File: config.mk
export PLATFORM = sky130hd
export DESIGN_NAME = aer_rx_hs_flat
export DESIGN_NICKNAME = d
export VERILOG_FILES = /design/src/rtl/hpu_aer_pkg.sv /design/src/rtl/aer_rx_hs_if.sv /design/src/rtl/aer_sync.sv /design/src/rtl/aer_rx_hs.sv /design/src/flat_wrapper.sv
export SDC_FILE = /design/constraint.sdc
export NUM_CORES = 1
export LEC_CHECK = 0
export BUFFER_PORTS_ARGS = -buffer_cell sky130_fd_sc_hd__buf_2
export CORE_ASPECT_RATIO = 1.5
export CORE_MARGIN = 3
export CORE_UTILIZATION = 35
export CTS_BUF_LIST = sky130_fd_sc_hd__clkbuf_8
export DETAILED_ROUTE_END_ITERATION = 8
export PLACE_DENSITY = 0.6
export SETUP_SLACK_MARGIN = 0.1
export SLEW_MARGIN = 20
export SYNTH_ARGS = -nofsm -noshare
export SYNTH_HDL_FRONTEND = slang
export SYNTH_HIERARCHICAL = 1
export SYNTH_SLANG_ARGS = --single-unit
export TNS_END_PERCENT = 10
File: constraint.sdc
create_clock -name clk -period 2.15 [get_ports clk]
set_input_delay 0.215 -clock clk [delete_from_list [all_inputs] [get_ports clk]]
set_output_delay 0.215 -clock clk [all_outputs]
set_load 0.02 [all_outputs]
File: src/rtl/hpu_aer_pkg.sv
// Shared types and sizing for the HPU AER receive path.
package hpu_aer_pkg;

    localparam int unsigned AER_DATA_W      = 24;
    localparam int unsigned AER_CNT_W       = 32;
    localparam int unsigned AER_SETTLE_W    = 2;
    localparam int unsigned AER_TIMEOUT_CYC = 4096;

    function automatic int unsigned cnt_w(input int unsigned n);
        return (n < 2) ? 1 : $clog2(n);
    endfunction

    localparam int unsigned AER_TO_W = cnt_w(AER_TIMEOUT_CYC);

    typedef enum logic [2:0] {
        IDLE,
        SETTLE,
        CAPT,
        ACK_WAIT,
        WAIT_REL
    } aer_rx_state_e;

endpackage

File: src/rtl/aer_rx_hs_if.sv
// AER bundled-data port plus the event stream towards the RX FIFO writer.
interface aer_rx_hs_if
    import hpu_aer_pkg::*;
#(
    parameter int unsigned DATA_W = AER_DATA_W
) ();

    logic                 aer_req_n;
    logic [DATA_W-1:0]    aer_data;
    logic                 aer_ack_n;
    logic [DATA_W-1:0]    ev_data;
    logic                 ev_valid;
    logic                 ev_ready;
    logic                 err_timeout;
    logic [AER_CNT_W-1:0] ev_count;

    modport master (
        output aer_req_n, aer_data, ev_ready,
        input  aer_ack_n, ev_data, ev_valid, err_timeout, ev_count
    );

    modport slave (
        input  aer_req_n, aer_data, ev_ready,
        output aer_ack_n, ev_data, ev_valid, err_timeout, ev_count
    );

endinterface

File: src/rtl/aer_sync.sv
// Flop-chain synchroniser with a configurable reset value.
module aer_sync #(
    parameter int unsigned STAGES  = 2,
    parameter logic        RST_VAL = 1'b1
) (
    input  logic clk,
    input  logic rst,
    input  logic d,
    output logic q
);

    logic [STAGES-1:0] ff_q;

    always_ff @(posedge clk) begin
        if (rst) ff_q <= {STAGES{RST_VAL}};
        else     ff_q <= {ff_q[STAGES-2:0], d};
    end

    assign q = ff_q[STAGES-1];

endmodule

File: src/rtl/aer_rx_hs.sv
// 4-phase bundled-data AER receiver: synchronises req, samples the bus after
// a settle delay, acknowledges, and hands each event to a one-entry stream register.
module aer_rx_hs
    import hpu_aer_pkg::*;
#(
    parameter int unsigned DATA_W      = AER_DATA_W,
    parameter int unsigned SYNC_STAGES = 2,
    parameter int unsigned SETTLE_CYC  = 1,
    parameter int unsigned TIMEOUT_CYC = AER_TIMEOUT_CYC
) (
    input  logic       clk,
    input  logic       rst,
    aer_rx_hs_if.slave bus
);

    localparam int unsigned TO_W = cnt_w(TIMEOUT_CYC);
    localparam logic [TO_W-1:0] TO_LAST = TO_W'(TIMEOUT_CYC - 1);

    aer_rx_state_e            state_q, state_d;
    logic                     req_s, req_live;
    logic                     slot_free, xfer;
    logic [AER_SETTLE_W-1:0]  settle_q, settle_d;
    logic [TO_W-1:0]          to_q, to_d;
    logic                     ack_n_q, ack_n_d;
    logic                     ev_valid_q, ev_valid_d;
    logic [DATA_W-1:0]        ev_data_q, ev_data_d;
    logic                     err_q, err_d;
    logic [AER_CNT_W-1:0]     ev_count_q, ev_count_d;

    aer_sync #(.STAGES(SYNC_STAGES), .RST_VAL(1'b1)) u_req_sync (
        .clk (clk),
        .rst (rst),
        .d   (bus.aer_req_n),
        .q   (req_s)
    );

    // Goes high once the req chain holds pin samples rather than reset values,
    // so a request held low across reset is not mistaken for a release.
    aer_sync #(.STAGES(SYNC_STAGES), .RST_VAL(1'b0)) u_live (
        .clk (clk),
        .rst (rst),
        .d   (1'b1),
        .q   (req_live)
    );

    assign slot_free = !ev_valid_q || bus.ev_ready;
    assign xfer      = ev_valid_q && bus.ev_ready;

    always_ff @(posedge clk) begin
        if (rst) state_q <= WAIT_REL;
        else     state_q <= state_d;
    end

    always_comb begin
        state_d = state_q;
        case (state_q)
            IDLE:     if (!req_s) state_d = SETTLE;
            SETTLE: begin
                if (req_s)                 state_d = IDLE;
                else if (settle_q == '0)   state_d = CAPT;
            end
            CAPT:     if (slot_free) state_d = ACK_WAIT;
            ACK_WAIT: begin
                if (req_s)                 state_d = IDLE;
                else if (to_q == TO_LAST)  state_d = WAIT_REL;
            end
            WAIT_REL: if (req_s && req_live) state_d = IDLE;
            default:  state_d = WAIT_REL;
        endcase
    end

    // Next values for the registered outputs and counters.
    always_comb begin
        settle_d   = settle_q;
        to_d       = to_q;
        ack_n_d    = ack_n_q;
        ev_valid_d = ev_valid_q && !bus.ev_ready;
        ev_data_d  = ev_data_q;
        err_d      = 1'b0;
        ev_count_d = ev_count_q + AER_CNT_W'(xfer);
        case (state_q)
            IDLE:   settle_d = AER_SETTLE_W'(SETTLE_CYC);
            SETTLE: if (settle_q != '0) settle_d = settle_q - 1'b1;
            CAPT: begin
                if (slot_free) begin
                    ev_data_d  = bus.aer_data;
                    ev_valid_d = 1'b1;
                    ack_n_d    = 1'b0;
                    to_d       = '0;
                end
            end
            ACK_WAIT: begin
                if (req_s) begin
                    ack_n_d = 1'b1;
                end else if (to_q == TO_LAST) begin
                    ack_n_d = 1'b1;
                    err_d   = 1'b1;
                end else begin
                    to_d = to_q + 1'b1;
                end
            end
            WAIT_REL: ack_n_d = 1'b1;
            default:  ack_n_d = 1'b1;
        endcase
    end

    always_ff @(posedge clk) begin
        if (rst) begin
            settle_q   <= '0;
            to_q       <= '0;
            ack_n_q    <= 1'b1;
            ev_valid_q <= 1'b0;
            ev_data_q  <= '0;
            err_q      <= 1'b0;
            ev_count_q <= '0;
        end else begin
            settle_q   <= settle_d;
            to_q       <= to_d;
            ack_n_q    <= ack_n_d;
            ev_valid_q <= ev_valid_d;
            ev_data_q  <= ev_data_d;
            err_q      <= err_d;
            ev_count_q <= ev_count_d;
        end
    end

    assign bus.aer_ack_n   = ack_n_q;
    assign bus.ev_valid    = ev_valid_q;
    assign bus.ev_data     = ev_data_q;
    assign bus.err_timeout = err_q;
    assign bus.ev_count    = ev_count_q;

endmodule

File: src/flat_wrapper.sv
// flat-port wrapper written by rule: the top's interface ports become plain ports
module aer_rx_hs_flat import hpu_aer_pkg::*;
#(
    parameter int unsigned DATA_W      = AER_DATA_W,
    parameter int unsigned SYNC_STAGES = 2,
    parameter int unsigned SETTLE_CYC  = 1,
    parameter int unsigned TIMEOUT_CYC = AER_TIMEOUT_CYC
)
  (clk, rst, bus_aer_req_n, bus_aer_data, bus_ev_ready, bus_aer_ack_n, bus_ev_data, bus_ev_valid, bus_err_timeout, bus_ev_count);
  aer_rx_hs_if #(.DATA_W(DATA_W)) bus_i ();
  input  logic clk;
  input  logic rst;
  input wire logic [$bits(bus_i.aer_req_n)-1:0] bus_aer_req_n;
  input wire logic [$bits(bus_i.aer_data)-1:0] bus_aer_data;
  input wire logic [$bits(bus_i.ev_ready)-1:0] bus_ev_ready;
  output wire logic [$bits(bus_i.aer_ack_n)-1:0] bus_aer_ack_n;
  output wire logic [$bits(bus_i.ev_data)-1:0] bus_ev_data;
  output wire logic [$bits(bus_i.ev_valid)-1:0] bus_ev_valid;
  output wire logic [$bits(bus_i.err_timeout)-1:0] bus_err_timeout;
  output wire logic [$bits(bus_i.ev_count)-1:0] bus_ev_count;
  assign bus_i.aer_req_n = bus_aer_req_n;
  assign bus_i.aer_data = bus_aer_data;
  assign bus_i.ev_ready = bus_ev_ready;
  assign bus_aer_ack_n = bus_i.aer_ack_n;
  assign bus_ev_data = bus_i.ev_data;
  assign bus_ev_valid = bus_i.ev_valid;
  assign bus_err_timeout = bus_i.err_timeout;
  assign bus_ev_count = bus_i.ev_count;
  aer_rx_hs #(.DATA_W(DATA_W), .SYNC_STAGES(SYNC_STAGES), .SETTLE_CYC(SETTLE_CYC), .TIMEOUT_CYC(TIMEOUT_CYC)) u_core (.clk(clk), .rst(rst), .bus(bus_i));
endmodule
# After elaboration in Yosys (flattened, before gate mapping)
# Index checks and enable logic that the tools add are counted.
# classes
multipliers,0
eq_ne,13
bitwise_logic,2
muxes,22
n_reduce_logical,18
add_sub_neg,3
n_shift,0
magnitude_cmp,0
div_mod_pow,0
# ops
operator,n
$mux 12,3
$add 32x1->32,1
$pmux 12 s2,1
$mux 3,7
$pmux 3 s5,1
$add 12x1->12 const B,1
$eq 12x12->1 const B,1
$mux 1,7
$eq 3x2->1 const B,2
$ne 2x1->1 const B,3
$ne 2x2->1 const B,3
$ne 3x2->1 const B,2
$reduce_bool 2->1,3
$reduce_and 5->1,1
$pmux 2 s2,1
$reduce_and 2->1,2
$reduce_and 4->1,1
$eq 3x1->1 const B,1
$eq 3x3->1 const B,1
$logic_and 1x1->1,3
$logic_not 3->1,1
$pmux 1 s3,1
$reduce_and 3->1,1
$reduce_or 3->1,1
other kinds (7),9
# word_totals
ram_bits,0
mem_count,0
inputBits,28
mem_bits_ro,0
latchBits,0
output_inout_bits,59
word_cells,69
reg_bits,80

# Longest topological paths before layout
# logic_depth
word_depth,4
mapped_depth,9

# By module
# The synthesis kept the hierarchy.
# modules_own_cells
mod,cells_per_inst,n_inst,seq_area_each_um2,area_per_inst_um2
aer_rx_hs,412,1,1521.5,3392.0
aer_sync,4,2,40.0,52.6

# Worst setup path before layout
# No wires, ideal clock.
# synth_timing
path_type,flip-flop to flip-flop
from,reg u_core.ev_valid_q (netlist: u_core/bus.ev_valid)
to,reg u_core.ev_count_q[19] (netlist: u_core/bus.ev_count[19])
period_less_slack_ns,2.016
t_required_ns,2.080
stages_incl_launch_ff,9
setup_slack_ns,0.134
arrival_time_ns,1.946
cell_sequence,dfxtp_1 -> and2_1 -> ha_1 -> and2_1 -> clkbuf_1 -> nand4_1 -> clkbuf_1 -> or4_1 -> a21oi_1
# synth_via
elab_chain_len,2
# synth_lines
item,line_no,source
start: declaration,aer_rx_hs.sv:25,"logic ev_valid_q, ev_valid_d;"
start signal: assignment,aer_rx_hs.sv:120,ev_valid_q <= ev_valid_d;
$logic_and 1x1->1,aer_rx_hs.sv:47,assign xfer = ev_valid_q && bus.ev_ready;
$add 32x1->32,aer_rx_hs.sv:80,ev_count_d = ev_count_q + AER_CNT_W'(xfer);
end signal: assignment,aer_rx_hs.sv:123,ev_count_q <= ev_count_d;
end: declaration,aer_rx_hs.sv:28,"logic [AER_CNT_W-1:0] ev_count_q, ev_count_d;"
# Every way passes these cells.
# A chain may end at the register's enable or synchronous reset.

# Final worst setup path
# layout_timing
from,reg u_core.ev_count_q[14] (netlist: u_core/bus.ev_count[14])
to,reg u_core.ev_count_q[28] (netlist: u_core/bus.ev_count[28])
# layout_via
elab_chain_len,1
# layout_lines
item,line_no
$add 32x1->32,aer_rx_hs.sv:80
# Every way passes these cells.

==> impl_table.tex <==
\begin{tabular}{lr}
\hline
Metric & Value \\
\hline
\multicolumn{2}{l}{\textbf{Run status}} \\
\quad Result of the run & finished, final reports clean \\
\multicolumn{2}{l}{\textbf{STA}} \\
\quad Unrepaired setup endpoints after global routing & yes \\
\quad Setup violators final & 0 \\
\quad Count of final hold-check violations & 0 \\
\quad Fmax achieved & 0.514 GHz \\
\quad Minimum setup slack in the final design & 0.206 ns \\
\quad Final period demand of the worst path & between 1.5 and 2 ns \\
\quad Count of final max-slew check failures & 0 \\
\quad Worst-Margin Slew & about 0.64 ns \\
\quad Max-slew headroom at the worst pin & 0.568 \\
\quad Final Cycle Share & 0.904 \\
\quad Fin Setup TNS & 0 ns \\
\quad Clock Skews & $\sim$0.0085 ns \\
\quad WHS & approximately 0.05 ns \\
\multicolumn{2}{l}{\textbf{Worst setup path}} \\
\quad Sort of element at the end of the critical path & flip-flop \\
\quad Element type at the critical path start & flip-flop \\
\quad Worst setup path category & reg2reg \\
\quad Critical path required time & between 2 and 2.5 ns \\
\quad Startpoint of the worst register-to-register path & u\_core/bus.ev\_count[14] \\
\quad Cell depth of the worst flop-to-flop path & 4 \\
\quad Crit path max fanout & 14 \\
\quad Data arrival time of the worst path & around 2.2 ns \\
\quad Endpoint of the most critical register-to-register path & u\_core/bus.ev\_count[28] \\
\quad Flop2flop setup slack & around 0.2 ns \\
\multicolumn{2}{l}{\textbf{Synthesis}} \\
\quad Mapped cell area & approximately 3500 sq um \\
\quad Yosys cell types & between 40 and 50 \\
\quad Sequential fraction of the synthesis area & 0.458 \\
\quad Mapped Cells & 420 \\
\quad Post-synthesis area per instance & 8.33 sq um \\
\quad Synthesized net count & 452 \\
\quad Number of warnings issued by yosys & 6 \\
\quad Number of storage elements in the synthesis netlist & 80 \\
\multicolumn{2}{l}{\textbf{Final layout}} \\
\quad Area added between synthesis and finish & 22.2\% \\
\quad Final nets & approximately 540 \\
\quad Ant. Diodes & 0 \\
\quad Share of cells above drive strength 1 & 0.247 \\
\quad Utilization after layout & 0.441 \\
\multicolumn{2}{l}{\textbf{Pwr}} \\
\quad Power density normalized to cell area & roughly 630 nW/um\^{}2 \\
\quad Max VDD drop & between 0.3 and 0.4 mV \\
\quad Leakage power & 1.63 nW \\
\quad PnR Total Power & 0.00271 W \\
\multicolumn{2}{l}{\textbf{Drt}} \\
\quad Average wire length per cell after detail routing & $\sim$14 microns \\
\quad Detailed Route Iter0 Violations & 180 \\
\quad DR DRC count & 0 \\
\quad Antenna Nets Post-Route & 0 \\
\quad First-pass iteration count of the detailed router & 5 \\
\quad Count of vias placed by the detailed router & $\sim$3300 \\
\quad Number of vias per cell & between 5 and 6 \\
\quad Total Routed Length & 8.59 mm \\
\multicolumn{2}{l}{\textbf{Clock network}} \\
\quad Clock tree root buffer cell & clkbuf\_8 \\
\quad Number of buffers inserted during clock tree synthesis & 9 \\
\quad Clock Path Buffers & 2 \\
\quad Number of sinks driven by the clock tree & 80 \\
\quad CTS tree & done \\
\quad Clock latency of the later-clocked register in the worst-skew pair & $\sim$0.34 ns \\
\quad Total setup buffers inserted after CTS & 0 \\
\quad Clock-pin slew of the registers on the worst-case setup and hold paths & $\sim$0.080 ns \\
\quad Number of H-tree levels & 3 \\
\multicolumn{2}{l}{\textbf{Placement}} \\
\quad Worst-case setup slack after placement & $\sim$0.072 ns \\
\quad Count of input and output buffers & 86 \\
\quad Gp weighted congestion & 0.774 \\
\quad Detailed placement HPWL & between 6 and 7 mm \\
\multicolumn{2}{l}{\textbf{Global routing}} \\
\quad Vias in the first global route & a little over 3000 \\
\quad Gr usage total & 0.153 \\
\quad Pin count of the biggest net entering global routing & 29 \\
\quad Wire length of the first global-routing pass & 13.8 mm \\
\quad GRT Residual Overflow & 0 \\
\quad Antenna violations before repair & 0 \\
\multicolumn{2}{l}{\textbf{Hold path}} \\
\quad Worst Hold Path EP & u\_core/u\_req\_sync/ff\_q[0] \\
\quad Path class of the lowest-slack min-delay path & in2reg \\
\quad Origin of the worst min-delay path & bus\_aer\_req\_n \\
\quad Number of cells on the worst hold path & 2 \\
\multicolumn{2}{l}{\textbf{Floorplanning}} \\
\quad Core outline area & between 9000 and 10000 sq um \\
\quad Number of top-level pins & 87 \\
\quad Core Rows & 44 \\
\quad Horiz. Die Dim & just under 90 microns \\
\quad Starting Density & 0.361 \\
\quad Die Area & 11300 sq um \\
\quad Y dimension of the die & about 130 microns \\
\multicolumn{2}{l}{\textbf{Job}} \\
\quad Maxcap violations & 0 \\
\hline
\end{tabular}
==> Yosys cell counts (all sizes together) <==
cell type  instances  area, sq um
conb               1         3.75
o31ai             22          165
a211oi             2         15.0
a221oi             1         8.76
xor2               9         78.8
inv               11         41.3
o21a               1         7.51
or4               26          199
ha                 4         50.1
nand2b             6         37.5
o21ba              1         10.0
nor2              19         71.3
clkbuf            25         93.8
nand3             15         80.1
nor3               4         20.0
o221a              1         11.3
nor4b              1         8.76
o41ai              1         8.76
a32oi              1         8.76
and4               3         26.3
o21ai              9         45.0
and2               5         31.3
or2                2         12.5
o22ai              1         6.26
mux2i              2         20.0
o21bai             1         7.51
nor3b              2         15.0
nor2b              6         37.5
xnor2              2         17.5
nand4             12         75.1
a22oi              1         7.51
and3               4         26.3
nand2             67          251
o311ai             1         8.76
dfxtp             80         1600
buf                3         20.0
mux2               1         11.3
a21oi             57          285
or3                9         58.8
nor4               1         12.5
==> layout by cell type, fill, tap and decap left out, drive strengths merged, types with 15 or more instances in the layout <==
cell / netlist / routed
a21oi: 57 / 57
nor2: 19 / 19
or4: 26 / 26
dfxtp: 80 / 80
buf: 3 / 100
nand2: 67 / 67
nand3: 15 / 15
o31ai: 22 / 22
==> worst max-delay path by stage <==
| stage | startpoint | endpoint | slack, ns |
|---|---|---|---|
| 2_1_floorplan | u_core/bus.ev_valid | u_core/bus.ev_count[19] | 0.13 |
| 4_1_cts | u_core/to_q[0] | u_core/to_q[10] | 0.14 |
| 6_report | u_core/bus.ev_count[14] | u_core/bus.ev_count[28] | 0.21 |
| 3_5_place_dp | u_core/to_q[0] | u_core/to_q[8] | 0.07 |
| 3_3_place_gp | u_core/to_q[0] | u_core/to_q[10] | 0.16 |
| 5_1_grt | u_core/bus.ev_count[14] | u_core/bus.ev_count[28] | 0.07 |
==> stage by stage <==
stage	cell area, sq um	cells
detailed placement	4060	607
floorplan	3500	420
finish	4270	622
global route	4270	622
global placement	4060	607
CTS	4270	622
==> logic make-up (layout without fill, tap and decap cells) <==
group                    Yosys count  in the layout  synth area share
other                              1              1           0.00107
AO/OA/AOI/OAI                    100            100             0.170
flip-flops                        80             80             0.458
AND/OR/NAND/NOR                  182            182             0.275
multiplexers                       3              3           0.00894
buffers and inverters             39            126            0.0444
adder cells (fa/ha/maj)            4              4            0.0143
XOR/XNOR                          11             11            0.0276
==> report_power, final <==
group | switching [W] | internal, W | leakage, nW
sequential | 0.00000369 | 0.00149 | 0.646
clock | 0.000512 | 0.000622 | 0.106
combinational | 0.0000467 | 0.0000357 | 0.876
==> worst max-delay path: stages (launching register included) <==
cell	delay [ns]
dfxtp_1	0.43
nand3_2	0.13
or4_4	0.64
or4_1	0.53
a21oi_1	0.14
==> sequential cells by signal, indices dropped and copies added (netlist names) <==
signal / cells
u_core/u_live/ff_q: 2
u_core/bus.ev_count: 32
u_core/bus.aer_ack_n: 1
u_core/settle_q: 2
u_core/bus.ev_valid: 1
u_core/to_q: 12
u_core/bus.err_timeout: 1
u_core/state_q: 3
u_core/u_req_sync/ff_q: 2
u_core/bus.ev_data: 24
==> area by class of cell <==
type | instances | area (sq um)
Timing Repair Buffer | 100 | 536
Inverter | 11 | 41.3
Sequential cell | 80 | 1600
Tap cell | 115 | 144
Clock buffer | 12 | 165
Fill cell | 1004 | 5420
Multi-Input combinational cell | 301 | 1740
Clock inverter | 3 | 41.3
==> what timing repair did <==
item,CTS,global route
gates resized for setup,1,1
hold buffers,0,0
setup endpoints to repair,2,8
pin swaps,0,1
==> metal layers <==
metal  vias to the layer above  share of wire  GRT usage
met1                      1574           0.40      0.170
met3                        15          0.026     0.0378
met2                        47           0.55      0.272
met4                         0          0.028     0.0668
met5                         -              0          0
li1                       1668              -          -
No activity file was read; power rests on OpenSTA's default activity.
